<file path="src/rtl/mem_request_unit.sv">
// rtl/mem_request_unit.sv - data-memory request unit with posted-write queue and watchdog
module mem_request_unit #(
    parameter int ADDR_W  = 32,
    parameter int DATA_W  = 32,
    parameter int DEPTH   = 4,
    parameter int TIMEOUT = 256
) (
    input  logic                       CLK,
    input  logic                       nRST,
    input  logic                       i_hit,
    input  logic                       d_hit,
    input  logic                       cu_dren,
    input  logic                       cu_dwen,
    input  logic [ADDR_W-1:0]          cu_addr,
    input  logic [DATA_W-1:0]          cu_wdata,
    input  logic                       flush,
    output logic                       d_ren,
    output logic                       d_wen,
    output logic [ADDR_W-1:0]          d_addr,
    output logic [DATA_W-1:0]          d_store,
    output logic                       stall,
    output logic [$clog2(DEPTH+1)-1:0] wq_count,
    output logic                       wq_full,
    output logic                       timeout_err
);
    localparam int PTR_W = $clog2(DEPTH);
    localparam int CNT_W = $clog2(DEPTH + 1);
    localparam int WD_W  = (TIMEOUT < 2) ? 1 : $clog2(TIMEOUT + 1);
    localparam logic [WD_W-1:0] WD_MAX  = WD_W'(TIMEOUT);
    localparam logic [WD_W-1:0] WD_LAST = WD_W'((TIMEOUT == 0) ? 0 : TIMEOUT - 1);

    logic [ADDR_W-1:0] q_addr [DEPTH];
    logic [DATA_W-1:0] q_data [DEPTH];
    logic [PTR_W-1:0]  wr_ptr, rd_ptr;
    logic [CNT_W-1:0]  count;
    logic              rd_pend;
    logic [ADDR_W-1:0] rd_addr;
    logic [WD_W-1:0]   wd_cnt;
    logic              q_empty, push, pop, busy;

    assign q_empty  = (count == '0);
    assign wq_full  = (count == CNT_W'(DEPTH));
    assign wq_count = count;
    assign push     = i_hit & cu_dwen & ~wq_full;
    assign pop      = d_hit & d_wen;
    assign busy     = d_ren | d_wen;
    assign stall    = rd_pend | (cu_dwen & wq_full);

    // Storage needs no reset: the count gates every read of it.
    always_ff @(posedge CLK) begin
        if (push) begin
            q_addr[wr_ptr] <= cu_addr;
            q_data[wr_ptr] <= cu_wdata;
        end
    end

    always_ff @(posedge CLK or negedge nRST) begin
        if (!nRST) begin
            wr_ptr <= '0;
            rd_ptr <= '0;
            count  <= '0;
        end else begin
            if (push) wr_ptr <= wr_ptr + 1'b1;
            if (pop)  rd_ptr <= rd_ptr + 1'b1;
            case ({push, pop})
                2'b10:   count <= count + 1'b1;
                2'b01:   count <= count - 1'b1;
                default: count <= count;
            endcase
        end
    end

    // Flush wins over both completion and a fresh capture.
    always_ff @(posedge CLK or negedge nRST) begin
        if (!nRST) begin
            rd_pend <= 1'b0;
            rd_addr <= '0;
        end else if (flush) begin
            rd_pend <= 1'b0;
        end else if (rd_pend) begin
            if (d_hit & d_ren) rd_pend <= 1'b0;
        end else if (i_hit & cu_dren & ~cu_dwen) begin
            rd_pend <= 1'b1;
            rd_addr <= cu_addr;
        end
    end

    always_comb begin
        d_wen   = ~q_empty;
        d_ren   = rd_pend & q_empty;
        d_addr  = '0;
        d_store = '0;
        if (d_wen) begin
            d_addr  = q_addr[rd_ptr];
            d_store = q_data[rd_ptr];
        end else if (d_ren) begin
            d_addr  = rd_addr;
        end
    end

    // Counter saturates at TIMEOUT; error latches on the cycle it gets there.
    always_ff @(posedge CLK or negedge nRST) begin
        if (!nRST) begin
            wd_cnt      <= '0;
            timeout_err <= 1'b0;
        end else if (!busy || d_hit) begin
            wd_cnt <= '0;
        end else begin
            if (wd_cnt != WD_MAX) wd_cnt <= wd_cnt + 1'b1;
            if (TIMEOUT != 0 && wd_cnt == WD_LAST) timeout_err <= 1'b1;
        end
    end
endmodule

</file>
<file path="config.mk">
export PLATFORM = sky130hd
export DESIGN_NAME = mem_request_unit
export DESIGN_NICKNAME = d
export VERILOG_FILES = /design/src/rtl/mem_request_unit.sv
export SDC_FILE = /design/constraint.sdc
export NUM_CORES = 1
export LEC_CHECK = 0
export ABC_AREA = 1
export CAP_MARGIN = 20
export CORE_MARGIN = 5
export CORE_UTILIZATION = 35
export DETAILED_ROUTE_END_ITERATION = 12
export DONT_BUFFER_PORTS = 1
export GPL_TIMING_DRIVEN = 0
export SYNTH_ARGS = -nofsm -noshare
export SYNTH_HDL_FRONTEND = slang
export SYNTH_SLANG_ARGS = --single-unit
export TNS_END_PERCENT = 100
</file>
<file path="constraint.sdc">
create_clock -name CLK -period 5.1 [get_ports CLK]
set_input_delay 0.765 -clock CLK [delete_from_list [all_inputs] [get_ports CLK]]
set_output_delay 0.765 -clock CLK [all_outputs]
set_load 0.02 [all_outputs]
</file>
=== Word-level counts from Yosys, hierarchy flattened ===
Memory sizes are Yosys's and may differ from the RTL's.
Index checks and enable logic that the tools add are counted.

* Register bits after elaboration: 50
* Bits in writable memories: 256
* Input bits: 71
* Output and inout port bits: 72
* Memories: 2

* Add/sub/neg operators: 5
* Equality and inequality tests: 5
* Muxes and demuxes: 12
* Bitwise logic cells: 16
* Reductions and logical operators: 7

{| class="wikitable"
|+ Memories
! memory !! depth !! bits a word !! rd ports !! clocked after memory_dff !! write ports !! line !! text
|-
| q_addr || 4 || 32 || 1 || 0 || 1 || 32 || <nowiki>logic [ADDR_W-1:0] q_addr [DEPTH];</nowiki>
|-
| q_data || 4 || 32 || 1 || 0 || 1 || 33 || <nowiki>logic [DATA_W-1:0] q_data [DEPTH];</nowiki>
|}

{| class="wikitable"
|+ Operators with widths
! operator !! number
|-
| 2-to-1 mux 32 bit || 3
|-
| 2-to-1 mux 9 bit || 2
|-
| adder 9 x 1 -> 9 bit, second input constant || 1
|-
| equality test 9 x 8 -> 1 bit, second input constant || 1
|-
| inequality test 9 bit, second input constant || 1
|-
| AND 1 bit || 8
|-
| 2-to-1 mux 1 bit || 6
|-
| inverter 1 bit || 6
|-
| case mux 3 bit (2 select lines) || 1
|-
| adder 2 x 1 -> 2 bit, second input constant || 2
|-
| nonzero test 2 bit || 2
|-
| adder 3 x 1 -> 3 bit, second input constant || 1
|-
| equality test 3 bit, second input constant || 1
|-
| zero test 3 bit || 1
|-
| AND reduction 3 bit || 1
|-
| subtractor 3 x 1 -> 3 bit, second input constant || 1
|-
| equality test 2 x 1 -> 1 bit, second input constant || 1
|-
| equality test 2 bit, second input constant || 1
|-
| bitwise OR 1 bit || 2
|-
| AND reduction 2 bit || 1
|-
| zero test 1 bit || 1
|-
| logical OR 1 bit || 1
|}

=== Longest topological paths before layout ===
* Word-level depth: 7
* Depth in mapped cells: 11
* Gate-level depth less buffers: 11

=== Worst setup path before layout ===
No wires, ideal clock.

* Path type: input to register
* From: input port i_hit
* To: memory q_addr[0][0] (enable)
* Setup time: 487 ps
* Arrival: 3616 ps
* Data required time: 4613 ps
* Slack: 998 ps
* Cell stages on the path: 2
* Path buffers: 0
* Cell sequence: nand3_2 > nor2_1

* Cells in the longest elaborated chain, start to end: 4

{| class="wikitable"
|+ RTL lines
! what !! line !! text
|-
| start, declared || 10 || <nowiki>input logic i_hit,</nowiki>
|-
| AND 1 bit (2 in series) || 44 || <nowiki>assign push = i_hit & cu_dwen & ~wq_full;</nowiki>
|-
| 2-to-1 mux 1 bit || 51 || <nowiki>if (push) begin</nowiki>
|-
| 2-to-1 mux 1 bit (implied by the code) || 52 || <nowiki>q_addr[wr_ptr] <= cu_addr;</nowiki>
|-
| end, declared || 32 ||
|}

Every way passes these cells.

=== Worst setup path after layout ===
* From: register count[1] (netlist: wq_count[1])
* To: output port d_addr[27]

* Cells in the longest elaborated chain, start to end: 4

{| class="wikitable"
|+ RTL lines
! what !! line !! text
|-
| start, declared || 35 || <nowiki>logic [CNT_W-1:0] count;</nowiki>
|-
| start signal, assigned || 66 || <nowiki>2'b10: count <= count + 1'b1;</nowiki>
|-
| start signal, assigned || 67 || <nowiki>2'b01: count <= count - 1'b1;</nowiki>
|-
| start signal, assigned || 68 || <nowiki>default: count <= count;</nowiki>
|-
| zero test 3 bit || 41 || <nowiki>assign q_empty = (count == '0);</nowiki>
|-
| AND 1 bit || 90 || <nowiki>d_ren = rd_pend & q_empty;</nowiki>
|-
| named net d_ren || 17 || <nowiki>output logic d_ren,</nowiki>
|-
| 2-to-1 mux 32 bit || 96 || <nowiki>end else if (d_ren) begin</nowiki>
|-
| 2-to-1 mux 32 bit || 93 || <nowiki>if (d_wen) begin</nowiki>
|-
| end, declared || 19 || <nowiki>output logic [ADDR_W-1:0] d_addr,</nowiki>
|}

The timed path passes the listed nets, and every way through them passes these cells.

==> flow_summary.json <==
{
  "die_h_um": 198.3,
  "mostFrequentLayoutCells": "edfxtp_1 (256), nand2_1 (254), nor2_1 (146), nand3_1 (102), o21ai_0 (65)",
  "crit_path_start": "wq_count[1]",
  "ys_top_cells_by_area": "edfxtp_1 (62%), dfrtp_1 (10%), nand2_1 (7.7%)",
  "crit_arrival_ns": 2.46,
  "areaGrowthSynthToFinish_pct": 14.87,
  "syn-num-nets": 1170,
  "max-clock-path-buffers": 3,
  "drc": 0,
  "place_area_um2": 13180,
  "final_common_cell": "edfxtp_1",
  "cts-root-buf": "clkbuf_16",
  "status": "completed",
  "drtPass1Iterations": 5,
  "reg2reg_depth": 11,
  "finalCritPeriodShare_pct": 63.15,
  "crit_chain": "nor2_2, nand2_2, inv_2, nand2_1, clkinv_2, buf_6, nand2_1, nand2_1",
  "dieArea_um2": 39320,
  "nNetsFinal": 1216,
  "reg2reg_slack_ns": 2.73,
  "yosys_warnings": 0,
  "cts_tree": "done",
  "path_clk_slew_ns": 0.06,
  "ys_ff_latch": 306,
  "fillers": 3311,
  "setup.worst_path.end": "d_addr[27]",
  "post-cts-setup-buffers": 0,
  "drive_gt1_share_pct": 9.466,
  "crit_slowest_cell": "dfrtp_1",
  "netlist-cell-type-count": 29,
  "cts_resized": 0,
  "core_um2": 35310,
  "cts_buffers": 35,
  "synth_area_per_cell_um2": 11.38,
  "fp.dieW_um": 198.3,
  "yosysSeqAreaShare_pct": 72.03,
  "cap_violations": 0,
  "num_io_pins": 143,
  "max-slew-margin-rel_pct": 53.76,
  "tightest_slew_ns": 0.6936,
  "wirelength_um": 31290,
  "hold_buffers": 1,
  "rsz0062_at_grt": "false",
  "dp_hpwl_um": 20690,
  "worstPathRequired_ns": 4.34,
  "synth_simple_gate_area_share_pct": 16.75,
  "clock_latency_ns": 0.52,
  "whs_ns": 0.1138,
  "synth_mux_area_share_pct": 0,
  "antenna_found_initial": 0,
  "hp-class": "input pin to asynchronous set/reset pin",
  "r2r-start": "wq_count[0]",
  "start_kind": "flop",
  "fin_tns_setup_ns": 0,
  "worstPathMaxFanout": 10,
  "fin_area_um2": 14250,
  "yosys.area_share.xor_xnor_pct": 0.2823,
  "power.density_nw_per_um2": 588.4,
  "r2r-end": "wq_count[2]",
  "vdd_ir_drop_max_mv": 0.2519,
  "p_leak_nw": 5.407,
  "max_stage_delay_ns": 0.50,
  "antenna_cells": 0,
  "io_buffers": 0,
  "cts.sinks": 306,
  "syn_area_um2": 12410,
  "grt_pass1_wl_um": 47260,
  "start_util_pct": 35.14,
  "fmax_mhz": 310.5,
  "slew_viol_final": 0,
  "cts_htree_levels": 2,
  "synthAdderAreaFrac_pct": 0.9679,
  "yosysTopAreaCell": "edfxtp_1",
  "gp_congestion": 0.7384,
  "drtIter0Drc": 523,
  "setup_viol": 0,
  "grt_pass1_vias": 7889,
  "skew_ns": 0.02669,
  "period_needed_ns": 3.220,
  "grt_max_degree": 51,
  "crit_top_cell": "nand2_1",
  "end_kind": "primary output",
  "rows": 69,
  "grt_usage_pct": 15.72,
  "synth_top_family_by_area": "simple AND/OR/NAND/NOR gates",
  "overflow": 0,
  "hold_violations": 0,
  "ant_nets": 0,
  "synth_cells": 1090,
  "vias": 7817,
  "detail_route.wl_per_cell_um": 19.28,
  "avgViaCountPerCell": 4.816,
  "crit_type": "flop to primary output",
  "synth.top_cell.area_share_pct": 61.95,
  "synth_compound_area_share_pct": 5.596
}
[layout make-up]
| class | instances | area [um^2] | area share (%) |
|---|---|---|---|
| sequential | 306 | 8939 | 62.71 |
| timing repair buffer | 9 | 187.7 | 1.317 |
| clock buffer | 52 | 980.9 | 6.881 |
| buffer | 58 | 305.3 | 2.142 |
| multi-input combinational | 663 | 2958 | 20.75 |
| tap | 461 | 576.8 | 4.046 |
| clock inverter | 11 | 70.07 | 0.4915 |
| inverter | 63 | 237.7 | 1.668 |
[worst min path at each step]
stage / from / end / slack, ns / cells past startpoint
floorplan: rd_addr[0] / rd_addr[0] / 0.45 / 2
global placement: nRST / rd_addr[10] / 0.47 / 0
detailed placement: nRST / rd_addr[10] / 0.47 / 0
CTS: nRST / rd_addr[10] / 0.11 / 1
global route: nRST / rd_addr[9] / 0.12 / 1
finish: nRST / rd_addr[10] / 0.11 / 1
[logic make-up (layout without fill, tap and decap cells)]
group | after synthesis | in the layout
XOR/XNOR | 4 | 4
AND/OR/NAND/NOR | 513 | 513
buffers and inverters | 121 | 193
flip-flops | 306 | 306
AO/OA/AOI/OAI | 137 | 137
adder cells (fa/ha/maj) | 9 | 9
[routing by layer]
| layer | vias to the layer above | global-route usage, % | part of all wire, % | wire [um] |
|---|---|---|---|---|
| met4 | 0 | 4.693 | 2.3 | 716 |
| met5 | - | 0 | 0 | 0 |
| li1 | 3790 | - | - | - |
| met2 | 217 | 26.09 | 49 | 15250 |
| met3 | 47 | 4.067 | 7.4 | 2315 |
| met1 | 3763 | 20.44 | 42 | 13000 |
[sequential cells by signal (all words and copies together) (netlist names)]
signal	flops
q_addr	128
q_data	128
rd_addr	32
rd_pend	1
rd_ptr	2
timeout_err	1
wd_cnt	9
wq_count	3
wr_ptr	2
[per-stage QoR]
stage / total power [W] / instances / worst slack [ns] / util [%]
floorplan: 0.005317 / 1090 / 0.9979 / -
global placement: 0.006152 / 1551 / -1.530 / 36.78
detailed placement: 0.006203 / 1559 / 2.333 / 37.32
CTS: 0.008518 / 1623 / 1.800 / 40.37
global route: 0.008895 / 1623 / 1.712 / 40.37
finish: 0.008388 / 1623 / 1.880 / 40.37
[report_power, final]
group          leakage (nW)  switching [W]  internal [W]
logic                  1.95        0.00224      0.000710
clock network         0.504       0.000949       0.00134
registers              2.96       0.000124       0.00303
total                  5.41        0.00331       0.00508
[worst max-delay path, delay by kind of cell (launching register included)]
kind,cells,cell delay [ns]
AND/OR/NAND/NOR,5,0.91
buffers and inverters,3,0.53
flip-flops,1,0.50
[Yosys cell counts]
| cell type | instances |
|---|---|
| buf_4 | 5 |
| nand2_2 | 1 |
| inv_1 | 60 |
| clkinv_2 | 1 |
| buf_2 | 34 |
| nand2_1 | 254 |
| inv_2 | 2 |
| fa_1 | 1 |
| dfrtp_1 | 50 |
| nor3b_1 | 3 |
| a21oi_1 | 36 |
| buf_6 | 3 |
| edfxtp_1 | 256 |
| o21ai_0 | 65 |
| clkbuf_2 | 3 |
| nor2_1 | 150 |
| buf_1 | 3 |
| clkbuf_1 | 10 |
| ha_1 | 8 |
| a31o_2 | 1 |
| nor2_2 | 1 |
| nand3_2 | 1 |
| nand4_1 | 1 |
| xor2_1 | 2 |
| nand3_1 | 102 |
| o21a_1 | 1 |
| xnor2_1 | 2 |
| o211ai_1 | 1 |
| o21ai_1 | 33 |
Note: power is estimated with default switching activity, not from simulation.
